--- config.mk ---
export PLATFORM = sky130hd
export DESIGN_NAME = outbuf_cell_flat
export DESIGN_NICKNAME = d
export VERILOG_FILES = /design/src/rtl/outbuf_cell_if.sv /design/src/rtl/outbuf_cell.sv /design/src/flat_wrapper.sv
export SDC_FILE = /design/constraint.sdc
export NUM_CORES = 1
export LEC_CHECK = 0
export CORE_ASPECT_RATIO = 1.2
export CORE_UTILIZATION = 50
export DETAILED_ROUTE_END_ITERATION = 6
export GPL_TIMING_DRIVEN = 0
export PLACE_DENSITY_LB_ADDON = 0.25
export SLEW_MARGIN = 20
export SYNTH_ARGS = -nofsm -noshare
export SYNTH_HDL_FRONTEND = slang
export SYNTH_SLANG_ARGS = --single-unit
--- constraint.sdc ---
create_clock -name clk -period 10.2 [get_ports clk]
set_input_delay 2.55 -clock clk [delete_from_list [all_inputs] [get_ports clk]]
set_output_delay 2.55 -clock clk [all_outputs]
set_load 0.01 [all_outputs]
--- src/rtl/outbuf_cell_if.sv ---
// Link-side bundle for one router output buffer: switch write port, downstream
// so/ro/data link, and status.
interface outbuf_cell_if #(
    parameter int DW = 64,
    parameter int CW = 16
);
    // Handshakes: a switch write is accepted at the edge where wr_en is high and
    // wr_ready[vc] is high for the packet's VC. A link transfer completes at the
    // edge where so & ro; so never depends on ro.
    logic          polarity;
    logic          wr_en;
    logic [DW-1:0] wr_data;
    logic [1:0]    wr_ready;
    logic          so;
    logic          ro;
    logic [DW-1:0] do_data;
    logic [1:0]    full;
    logic          wr_err;
    logic [CW-1:0] tx_count;

    modport master (
        output polarity, wr_en, wr_data, ro,
        input  wr_ready, so, do_data, full, wr_err, tx_count
    );

    modport slave (
        input  polarity, wr_en, wr_data, ro,
        output wr_ready, so, do_data, full, wr_err, tx_count
    );
endinterface

--- src/rtl/outbuf_cell.sv ---
// Two-VC output buffer: one packet slot per VC, written during the VC's internal
// phase and drained onto the link during its external phase.
module outbuf_cell #(
    parameter int DW     = 64,
    parameter int VC_BIT = 63,
    parameter int CW     = 16
) (
    input logic          clk,
    input logic          reset,
    outbuf_cell_if.slave bus
);
    logic [1:0][DW-1:0] buf_q, buf_d;
    logic [1:0]         full_q, full_d;
    logic               wr_err_q, wr_err_d;
    logic [CW-1:0]      tx_count_q, tx_count_d;

    logic       int_vc;
    logic       ext_vc;
    logic       wr_vc;
    logic       wr_ok;
    logic       send;
    logic [1:0] wr_ready;

    always_comb begin
        int_vc     = bus.polarity;
        ext_vc     = ~bus.polarity;
        wr_vc      = bus.wr_data[VC_BIT];
        wr_ready   = 2'b00;
        buf_d      = buf_q;
        full_d     = full_q;
        wr_err_d   = wr_err_q;
        tx_count_d = tx_count_q;

        // Only the internal VC can be ready; reset forces the switch off at once.
        if (!reset) begin
            wr_ready[int_vc] = ~full_q[int_vc];
        end
        wr_ok = bus.wr_en & wr_ready[wr_vc];
        send  = full_q[ext_vc] & bus.ro;

        if (wr_ok) begin
            buf_d[wr_vc]  = bus.wr_data;
            full_d[wr_vc] = 1'b1;
        end else if (bus.wr_en) begin
            wr_err_d = 1'b1;
        end

        // wr_vc and ext_vc always differ when both fire, so these never collide.
        if (send) begin
            full_d[ext_vc] = 1'b0;
            tx_count_d     = tx_count_q + CW'(1);
        end
    end

    always_ff @(posedge clk or posedge reset) begin
        if (reset) begin
            buf_q      <= '0;
            full_q     <= 2'b00;
            wr_err_q   <= 1'b0;
            tx_count_q <= '0;
        end else begin
            buf_q      <= buf_d;
            full_q     <= full_d;
            wr_err_q   <= wr_err_d;
            tx_count_q <= tx_count_d;
        end
    end

    assign bus.wr_ready = wr_ready;
    assign bus.so       = full_q[ext_vc];
    assign bus.do_data  = full_q[ext_vc] ? buf_q[ext_vc] : '0;
    assign bus.full     = full_q;
    assign bus.wr_err   = wr_err_q;
    assign bus.tx_count = tx_count_q;
endmodule

--- src/flat_wrapper.sv ---
// flat-port wrapper written by rule: the top's interface ports become plain ports
module outbuf_cell_flat 
#(
    parameter int DW     = 64,
    parameter int VC_BIT = 63,
    parameter int CW     = 16
)
  (clk, reset, bus_polarity, bus_wr_en, bus_wr_data, bus_ro, bus_wr_ready, bus_so, bus_do_data, bus_full, bus_wr_err, bus_tx_count);
  outbuf_cell_if #(.DW(DW), .CW(CW)) bus_i ();
  input logic clk;
  input logic reset;
  input wire logic [$bits(bus_i.polarity)-1:0] bus_polarity;
  input wire logic [$bits(bus_i.wr_en)-1:0] bus_wr_en;
  input wire logic [$bits(bus_i.wr_data)-1:0] bus_wr_data;
  input wire logic [$bits(bus_i.ro)-1:0] bus_ro;
  output wire logic [$bits(bus_i.wr_ready)-1:0] bus_wr_ready;
  output wire logic [$bits(bus_i.so)-1:0] bus_so;
  output wire logic [$bits(bus_i.do_data)-1:0] bus_do_data;
  output wire logic [$bits(bus_i.full)-1:0] bus_full;
  output wire logic [$bits(bus_i.wr_err)-1:0] bus_wr_err;
  output wire logic [$bits(bus_i.tx_count)-1:0] bus_tx_count;
  assign bus_i.polarity = bus_polarity;
  assign bus_i.wr_en = bus_wr_en;
  assign bus_i.wr_data = bus_wr_data;
  assign bus_i.ro = bus_ro;
  assign bus_wr_ready = bus_i.wr_ready;
  assign bus_so = bus_i.so;
  assign bus_do_data = bus_i.do_data;
  assign bus_full = bus_i.full;
  assign bus_wr_err = bus_i.wr_err;
  assign bus_tx_count = bus_i.tx_count;
  outbuf_cell #(.DW(DW), .VC_BIT(VC_BIT), .CW(CW)) u_core (.clk(clk), .reset(reset), .bus(bus_i));
endmodule
Word level (Yosys, flattened, before mapping) --
Index checks and enable logic that the tools add are counted.
Storage, ports and cells: output and inout bits 86, register bits 147, bits of input ports 69, logic and storage cells 46
Operators by class: bitwise logic cells 9, multiplexer cells 21, $lt $le $gt $ge 6, add/subtract/negate cells 1, reduce and logical (&&, ||, !) cells 4
Operators by type and width (count):
- 64-bit two-way mux | 4
- 128-bit bitwise mux | 1
- 64-bit demux with 1-bit select | 1
- 16-bit by 1-bit adder with 16-bit output (second input constant) | 1
- 1-bit two-way mux | 9
- 1-bit by 2-bit < comparator with 1-bit output (second input constant) | 3
- 2-bit two-way mux | 3
- 2-bit bitwise AND | 2
- 1-bit demux with 1-bit select | 3
- 1-bit >= comparator (second input constant) | 3
- 1-bit logical AND | 3
- 1-bit NOT | 3
- 1-bit bitwise AND | 2
- 2-bit NOT | 1
- 2-bit bitwise OR | 1
- 2-bit AND reduction | 1

Depth between registers and ports, before layout --
depth after elaboration 12, depth in mapped cells 6, gate-level depth less buffers 5

Worst setup path after synthesis --
Ideal clock, no wire load.
path kind input-to-output, from in reset, to out bus_wr_ready[1], stages 2, setup slack 1.560 ns, data required time 7.650 ns, data arrival time 6.090 ns, path buffers 0, cells stage by stage inv_1 and2_1
On the way: word-level cells in the longest chain between the ends 1
Ends and longest elaborated chain:
- start, declared | RTL line flat_wrapper.sv:11 | input logic reset;
- 2-bit two-way mux | RTL line outbuf_cell.sv:35 | if (!reset) begin
- end, declared | RTL line flat_wrapper.sv:16 | output wire logic [$bits(bus_i.wr_ready)-1:0] bus_wr_ready;
Every way passes these cells.

Final worst setup path --
from in bus_polarity, to out bus_do_data[25]
On the way: word-level cells in the longest chain between the ends 3, elaborated cells on any way between the ends 5, those cells by class 5 x mux
Ends and longest elaborated chain:
- start, declared | RTL line flat_wrapper.sv:12 | input wire logic [$bits(bus_i.polarity)-1:0] bus_polarity;
- 64-bit two-way mux (implied by the code) / 1-bit two-way mux (equally long branches) (2 in a row) | RTL line outbuf_cell.sv:71 | assign bus.do_data = full_q[ext_vc] ? buf_q[ext_vc] : '0;
- 64-bit two-way mux * | RTL line outbuf_cell.sv:71
- end, declared | RTL line flat_wrapper.sv:18 | output wire logic [$bits(bus_i.do_data)-1:0] bus_do_data;
Every way passes the cells marked *; elsewhere a longest branch is shown, timed or not. The select of a mux whose other input is x is not followed.

==> results.toml <==
[routing]
ant_nets = 0
drc_errors = 0
met2_length_um = 7680
wl_met1_um = 6340
drtPass1Iterations = 4
top_layer = "met4"
post_drt_wl_per_cell_um = 17.8
drt_iter0_drc = 180
wl_met3_um = 827
wirelength_um = 15100
vias = 4407
vias_per_cell = 5.20

[power]
powerDensity_nw_per_um2 = 199
vdd_drop_max_mv = 0.133
p_leak_nw = 4.21
total_power_w = 0.00184

[global_route]
grt_pass1_vias = 4784
antenna_found_initial = 0
grt_pass1_wl_um = 24500
globalRouteOverflowTotal = 0
grt_max_degree = 79
gr-usage-all-layers = 0.229

[timing]
finalMaxSlewViolations = 0
fmax_mhz = 146
clock-skew-final_ns = 0.00678
hold_violations = 0
finalCritPeriodShare = 0.670
max_slew_margin = 0.665
rsz0062_at_grt = "false"
period_needed_ns = 6.83
holdWs_ns = 0.461
worst_pin_slew_ns = 0.502
setup_viol = 0

[floorplanning]
dieArea_um2 = 14100
initial_core_util = 0.514
ioPinCount = 155
chipHeight_um = 130
die_w_um = 109
core-area_um2 = 13200
row_count = 46

[worst_setup_path]
critPathMostFrequentCell = "buf_2"
end_kind = "primary output"
crit_path_max_fanout = 10
crit_family = "buffers and inverters"
crit_type = "in2out"
crit_required_ns = 7.65
r2r_start = "u_core.bus.full[0]"
r2r_slack_ns = 8.46
path_cells = "buf_4 > mux2i_4 > buf_2 > buf_2 > nor2_1 > clkdlybuf4s50_1"
crit_path_start = "bus_polarity"
worstReg2RegEnd = "u_core.buf_q[33]"
timing.critical_path.buf_inv = 4
cp_slowest_cell = "clkdlybuf4s50_1"
reg2reg_depth = 5
arrival_ns = 4.28
cp-start-kind = "input port"
max_stage_delay_ns = 0.51

[hold_path]
hold_start = "u_core.bus.wr_err"
hold_end = "u_core.bus.wr_err"
hold_path.class = "reg2reg"
min_path_cells = 1

[synth]
synth_warnings = 0
synthSimpleGateAreaFrac = 0.0674
synth_xor_area_frac = 0.0193
synth_edf_count = 0
syn_inst = 493
synth_cell_types = 29
synth-seq-cells = 147
synth_compound_area_frac = 0.00294
netlist_area_um2 = 6810
ys_seq_area_frac = 0.540
synthArstFlopShare = 1.00
syn-num-nets = 563
synth_mux_area_frac = 0.335
synth_top_family_by_area = "multiplexers"
synth_ff_type = "dfrtp_1"
synth_fa_ha_area_frac = 0.00184
synth.avg_cell_area_um2 = 13.8

[placed_design]
place.detailed.hpwl_um = 10400
dp_cells = 815
place.gp.congestion = 0.739
io_buffer_count = 153

[final_layout]
fin_nets = 736
regArea_um2 = 3680
multi_input_area_um2 = 2910
num_antenna_cells = 0
areaGrowthSynthToFinish_pct = 35.2
drive_gt1_frac = 0.280
final_cell_mix = "153 x clkdlybuf4s50_1, 147 x dfrtp_1, 79 x mux2_2, 68 x nor2_1, 65 x mux2i_1"
fill_cells = 992
final_cells = 847
layout_commonest_cell = "clkdlybuf4s50_1"

[clocking]
cts_hold_buf = 0
clk_pin_slew_ns = 0.06
clkLatencyLatePin_ns = 0.42
cts_setup_buffers = 0
cts.path.max_buffers = 2
cts_sinks = 147
cts_max_level = 4
cts_made_buffers = 17
cts-resized-gates = 0
root_buffer = "clkbuf_16"
cts_tree = "yes"

[flow_run]
cap_violations = 0

[outcome]
status = "finished, final reports clean"
per-stage QoR:
stage	instance area [um^2]	worst slack (ns)	utilization	setup TNS [ns]
finish	9210	3.37	0.695	0
global route	9210	3.23	0.695	0
CTS	9210	3.34	0.695	0
detailed placement	8590	3.35	0.649	0
global placement	8550	-0.451	0.646	-0.451
floorplan	6810	1.56	-	0
synthesized netlist by cell type (2+ instances only):
library cell  instances  area, um^2
nand3_1              10        50.1
buf_4                 3        22.5
and3_1                3        18.8
inv_1                 3        11.3
nand2_1               7        26.3
a21o_1                2        15.0
nor3_1                3        15.0
nand4_1               3        18.8
dfrtp_1             147        3680
xnor2_1              10        87.6
nor2_1               68         255
buf_6                10         113
mux2_4               48         721
xor2_1                5        43.8
mux2_2               79         890
mux2i_1              65         651
buf_2                15        75.1
state kept, by name, indices dropped and copies added, names as in the netlist:
| name | count |
|---|---|
| u_core.bus.wr_err | 1 |
| u_core.bus.tx_count | 16 |
| u_core.bus.full | 2 |
| u_core.buf_q | 128 |
how the worst max path moves through the flow:
| stage | slack [ns] | depth (start not counted) | to |
|---|---|---|---|
| finish | 3.37 | 6 | bus_do_data[25] |
| global route | 3.23 | 6 | bus_do_data[25] |
| CTS | 3.34 | 6 | bus_do_data[25] |
| detailed placement | 3.35 | 6 | bus_do_data[27] |
| global placement | -0.45 | 4 | bus_wr_ready[1] |
| floorplan | 1.56 | 2 | bus_wr_ready[1] |
power by group:
part           internal, W  total (W)  switching, W
Combinational     0.000245   0.000390      0.000145
Sequential        0.000713   0.000791     0.0000774
Clock             0.000420   0.000656      0.000235
layout make-up:
class / count / area share
plain buffers: 29 / 0.0232
clock buffers: 22 / 0.0504
clock inverters: 10 / 0.0169
inverters: 3 / 0.00204
multi-input cells: 314 / 0.316
flip-flops and latches: 147 / 0.400
well taps: 168 / 0.0228
repair buffers: 154 / 0.169
cells by family after synthesis:
kind of cell,Yosys count
adder cells (fa/ha/maj),1
buffers and inverters,32
XOR/XNOR,15
flip-flops,147
AND/OR/NAND/NOR,102
multiplexers,193
AO/OA/AOI/OAI,3
layer usage:
metal,global-route usage,up-vias
li1,-,2048
met1,0.281,2233
met2,0.380,111
met3,0.0689,15
met4,0.0914,0
met5,0,-
(Power assumes the default switching activity.)
